==> config.mk <==
export PLATFORM = sky130hd
export DESIGN_NAME = lcd_frame_scheduler
export DESIGN_NICKNAME = d
export VERILOG_FILES = /design/src/rtl/lcd_frame_scheduler.sv
export SDC_FILE = /design/constraint.sdc
export NUM_CORES = 1
export LEC_CHECK = 0
export ABC_AREA = 1
export CAP_MARGIN = 25
export CORE_MARGIN = 1.5
export CORE_UTILIZATION = 40
export DETAILED_ROUTE_END_ITERATION = 12
export HOLD_SLACK_MARGIN = 0.12
export PLACE_DENSITY = 0.66
export RECOVER_POWER = 100
export SETUP_SLACK_MARGIN = 0.02
export SLEW_MARGIN = 25
export SYNTH_ARGS = -nofsm -noshare
export SYNTH_HDL_FRONTEND = slang
export SYNTH_SLANG_ARGS = --single-unit
==> constraint.sdc <==
create_clock -name clk -period 12.83 [get_ports clk]
set_clock_uncertainty 0.1 [all_clocks]
set_input_delay 2.566 -clock clk [delete_from_list [all_inputs] [get_ports clk]]
set_output_delay 2.566 -clock clk [all_outputs]
set_load 0.005 [all_outputs]
==> src/rtl/lcd_frame_scheduler.sv <==
// Character LCD frame scheduler: en_clk divider, front/back text buffers with tear-free swap,
// and a round-robin write arbiter for two text sources. Optional macro: LCD_FRAME_SCHEDULER_BLANK_EN.
module lcd_frame_scheduler #(
  parameter int TICK_DIV = 2500000,
  parameter int CHARS    = 32
) (
`ifdef LCD_FRAME_SCHEDULER_BLANK_EN
  input  logic       blank,
`endif
  input  logic       clk,
  input  logic       rst,
  output logic       en_clk,
  input  logic [4:0] index_char,
  output logic [7:0] data_char,
  input  logic       a_req,
  input  logic [4:0] a_addr,
  input  logic [7:0] a_data,
  output logic       a_gnt,
  input  logic       b_req,
  input  logic [4:0] b_addr,
  input  logic [7:0] b_data,
  output logic       b_gnt,
  input  logic       commit,
  output logic       swap_pending,
  output logic       frame_done
);

  localparam int DIV_W = $clog2(TICK_DIV);

  logic [DIV_W-1:0] div;
  logic [7:0]       front [CHARS];
  logic [7:0]       back  [CHARS];
  logic             rr;
  logic             contested;
  logic             wr_en;
  logic [4:0]       wr_addr;
  logic [7:0]       wr_data;
  logic             swap;

  // rr=0 favours A on the next contested cycle, rr=1 favours B
  always_comb begin
    contested = a_req & b_req;
    a_gnt     = a_req & (~b_req | ~rr);
    b_gnt     = b_req & (~a_req | rr);
    wr_en     = a_gnt | b_gnt;
    wr_addr   = a_gnt ? a_addr : b_addr;
    wr_data   = a_gnt ? a_data : b_data;
    swap      = swap_pending & en_clk & (index_char == 5'(CHARS - 1));
  end

  always_ff @(posedge clk) begin
    if (rst) begin
      div          <= '0;
      en_clk       <= 1'b0;
      swap_pending <= 1'b0;
      frame_done   <= 1'b0;
      rr           <= 1'b0;
      for (int i = 0; i < CHARS; i++) begin
        front[i] <= 8'h20;
        back[i]  <= 8'h20;
      end
    end else begin
      div    <= (div == DIV_W'(TICK_DIV - 1)) ? '0 : div + DIV_W'(1);
      en_clk <= (div == DIV_W'(TICK_DIV - 1));
      if (contested)
        rr <= ~rr;
      // a fresh commit on the swap edge keeps the request armed for the next frame
      swap_pending <= commit | (swap_pending & ~swap);
      frame_done   <= swap;
      // front copies back as it was before this edge's write lands
      if (swap)
        for (int i = 0; i < CHARS; i++)
          front[i] <= back[i];
      if (wr_en)
        back[wr_addr] <= wr_data;
    end
  end

`ifdef LCD_FRAME_SCHEDULER_BLANK_EN
  assign data_char = blank ? 8'h20 : front[index_char];
`else
  assign data_char = front[index_char];
`endif

endmodule

== After elaboration in Yosys (flattened, before gate mapping) ==
Memory sizes are Yosys's and may differ from the RTL's.
Index checks and enable logic that the tools add are counted.

* Add/sub/neg operators: 1
* $lt $le $gt $ge: 0
* Bitwise gates (word level): 46
* Multiply operators: 0
* Shift operators: 0
* Divide/modulo/power cells: 0
* Reductions and logical operators: 2
* Muxes and demuxes: 45
* Equal/unequal tests: 2

{| class="wikitable"
|+ Operators by type and width
! operator !! number
|-
| $mux 8 || 34
|-
| $or 1x1->1 || 36
|-
| $add 22x1->22 const B || 1
|-
| $eq 22x22->1 const B || 1
|-
| $mux 5 || 2
|-
| $mux 1 || 9
|-
| $reduce_or 8->1 || 1
|-
| $and 1x1->1 || 6
|-
| $eq 5x5->1 const B || 1
|-
| $not 1->1 || 4
|-
| $reduce_or 2->1 || 1
|}

* Bits in registers: 26
* Memories: 2
* Bits in read-only memories: 0
* Latch bits: 0
* Memory bits (writable): 512
* Output and inout port bits: 13

{| class="wikitable"
|+ Memories
! name !! words !! width !! rd ports !! clocked after memory_dff !! write ports !! line !! source
|-
| back || 32 || 8 || 32 || 0 || 32 || 32 || <nowiki>logic [7:0] back [CHARS];</nowiki>
|-
| front || 32 || 8 || 1 || 0 || 32 || 31 || <nowiki>logic [7:0] front [CHARS];</nowiki>
|}

== Longest topological paths before layout ==
* Depth in word-level cells: 9
* Depth in mapped cells: 11
* Depth with buffers taken out: 9

== Worst setup path before layout ==
Ideal clock, no wire load.

* Path kind: input-to-reg
* Start point: input rst
* End point: memory front[0][0], enable pin
* Path buffers: 2
* Data required time: 10.768 ns
* Slack: 3.434 ns
* Stages on the path: 4
* Library setup time: 1.962 ns
* Data arrival time: 7.335 ns
* Path through: clkbuf_1 clkinv_1 clkbuf_1 nand2_1

{| class="wikitable"
|+ RTL lines
! element !! line !! source
|-
| start, declared || 11 || <nowiki>input logic rst,</nowiki>
|-
| end, declared || 31 ||
|}

== Final worst setup path ==
* Start point: input index_char[0]
* End point: output data_char[3]

* Cells in the longest elaborated chain, start to end: 1

{| class="wikitable"
|+ RTL lines
! element !! line !! source
|-
| start, declared || 13 || <nowiki>input logic [4:0] index_char,</nowiki>
|-
| $mem_v2 32x8 || n/a ||
|-
| end, declared || 14 || <nowiki>output logic [7:0] data_char,</nowiki>
|}

No other way between the ends.

==> summary.txt <==
Status
  • Status: finished, violations left
  • Failing checks: max-capacitance violations, max-slew violations

STA
  • Slew Viols, Final: 342
  • Fin Setup TNS: 0 ns
  • Final worst-path cycle share: 78.6%
  • WHS: 0.359 ns
  • Post-layout minimum cycle time: 10.09 ns
  • Fmax achieved: 0.0991 GHz
  • Hold Vio Cnt, Final: 0
  • Fin worst setup slack: 2.74 ns
  • Worst-Margin Slew: 3.61 ns
  • Setup violators final: 0
  • Max_slew headroom: -141%
  • RSZ-0062 raised after global routing: no

Synth
  • Yosys warnings: 0
  • Post-synthesis sequential area ratio: 69.3%
  • Yosys cell types: 30
  • Synthesized netlist cell count: 2223
  • Syn_area_per_cell: 10.3 sq um
  • Synth Cell Area: 0.0229 sq mm
  • Syn nets: 2260
  • #FFs+latches synth: 538

Clock network
  • Clk slew on worst S/H paths: 0.06 ns
  • CTS tree: built
  • Root Buffer Master: clkbuf_16
  • # H-tree levels: 2
  • Clk buf depth: 3
  • Clock latency at the later pin of the worst-skew pair: 0.60 ns
  • Cts hold-fix bufs: 0
  • CTS Buf Count: 54
  • Setup Fix Bufs, Post-CTS: 0
  • Post_cts resized: 0
  • Clk sink count: 538

Final layout
  • Util after Layout: 45.5%
  • P&R area growth vs syn: 12.2%
  • Final std cells w/o fill: 3034
  • Inserted Diodes: 0
  • Fillers: 5146
  • Layout cells sized above 1: 6.76%
  • Finished Cell Area: 0.0257 sq mm
  • NumNets Final: 2272

Global route
  • Vias in the first global route: 14500
  • Grt ovf: 0
  • All-layer global routing usage: 18.4%
  • Initial antenna violation count: 0
  • Largest net degree at the start of global routing: 89
  • First-pass GRT wire length: 83500 microns

Floorplan
  • Die Width: 242 microns
  • Core area: 0.0565 sq mm
  • Num ports: 49
  • Die Y: 242 microns
  • Die footprint: 0.0588 sq mm
  • Starting Density: 40.6%
  • FP Rows: 87

Power
  • Power Dens Cells: 146 mW/mm^2
  • Final Total Pwr: 3.75 mW
  • VDD IR max: 0.112 mV
  • Leakage power: 9.83 nW

Critical path
  • Type of the worst setup path: primary input to output port
  • CP Capture Type: output port
  • Worst Setup Start Kind: primary input
  • Worst Path Arrival: 7.42 ns
  • Setup crit start: index_char[0]
  • R2R Path Start: rr
  • CP Max Fanout: 77
  • WP data required: 10.16 ns

Hold path
  • Hold_sp: div[19]
  • Hold Path Class: flop to flop

Placement
  • Placed standard-cell area: 0.0242 sq mm
  • Placed insts: 2935
  • Setup WS pre-CTS: 4.27 ns
  • Port Buffers: 48
  • Gpl congestion: 0.867
  • HPWL after detailed placement: 32000 microns

Routing
  • Antenna viol nets, final: 0
  • WL/cell: 17.8 microns
  • Vias: 15200
  • TritonRoute pass-1 iters: 6
  • 1st-iter DRT viols: 1728
  • Final wirelength: 53900 microns
  • Drt drc: 0
  • Vias/cell: 5.00

Run
  • Max-Cap Viols: 8
layer usage:
layer,global-route usage [%],wire [microns],part of all wire [%]
met5,0,0,0
met4,5.57,1450,2.7
met3,3.33,4180,7.7
met2,29.5,25400,47
met1,25.6,22900,42
power by group:
part,switching (mW),total [mW],internal [mW]
logic,0.193,0.256,0.0633
clock network,0.659,1.49,0.834
registers,0.0187,2.00,1.98
total,0.870,3.75,2.88
Yosys cell counts, drive strengths merged:
master  count  area share [%]
edfxtp    512              67
nor2      507             8.7
nand2     487             8.2
inv       256             4.2
nand3     238             5.2
clkbuf     86             1.4
or2        34            0.93
buf        28            0.58
dfxtp      26             2.3
a21oi      13            0.28
mux2i       8            0.35
nand4       7            0.19
o21ai       6            0.16
xor2        6            0.23
nand3b      2           0.065
nor3        2           0.044
xnor2       2           0.076
a21boi      1           0.033
clkinv      1           0.016
ha          1           0.055
layout by cell type (no fill, tap or decap), types with 8 or more instances in the layout:
cell type,n
a21oi_1,13
buf_4,16
clkbuf_1,18
clkbuf_16,54
clkdlybuf4s50_1,33
clkinv_1,15
clkinv_2,10
dfxtp_1,26
dlygate4sd3_1,12
edfxtp_1,512
inv_1,249
mux2i_4,8
nand2_1,485
nand3_1,238
nor2_1,498
nor2_4,8
or2_2,34
area by class of cell:
| type | instances | area, sq um | share of cell area [%] |
|---|---|---|---|
| tap | 756 | 946 | 3.68 |
| inverter | 257 | 967 | 3.76 |
| clock inverter | 32 | 246 | 0.958 |
| timing repair buffer | 70 | 628 | 2.44 |
| sequential | 538 | 15900 | 61.8 |
| clock buffer | 67 | 1400 | 5.44 |
| multi-input combinational | 1314 | 5650 | 22.0 |
path summary, 6_finish.rpt:
kind	to	slack, ns	cells after the start
max reg2reg	back[25][3]	8.19	9
min	div[19]	0.36	2
min reg2reg	div[19]	0.36	2
max	data_char[3]	2.74	11
registers in the layout, summed over array words and instances, names as in the netlist:
signal and flops:
back 256, div 22, swap_pending 1, rr 1
frame_done 1, front 256, en_clk 1
worst max-delay path: stages:
cell	delay (ns)
buf_4	0.48
clkbuf_1	2.57
nand2_1	0.34
nand3_1	0.25
nand3_1	0.08
nand2_1	0.13
nand2_1	0.12
nand2_1	0.11
nand2_1	0.06
nand2_1	0.06
dlygate4sd3_1	0.56
kinds of logic (layout without fill, tap and decap cells):
group	Yosys count	count (layout)	share of synthesized area, %
simple gates	1277	1277	23.3
flops	538	538	69.3
buf+inv	371	426	6.20
compound gates	20	20	0.480
xor+xnor	8	8	0.306
mux	8	8	0.349
fa+ha+maj	1	1	0.0546
No activity file was read; power rests on OpenSTA's default activity.
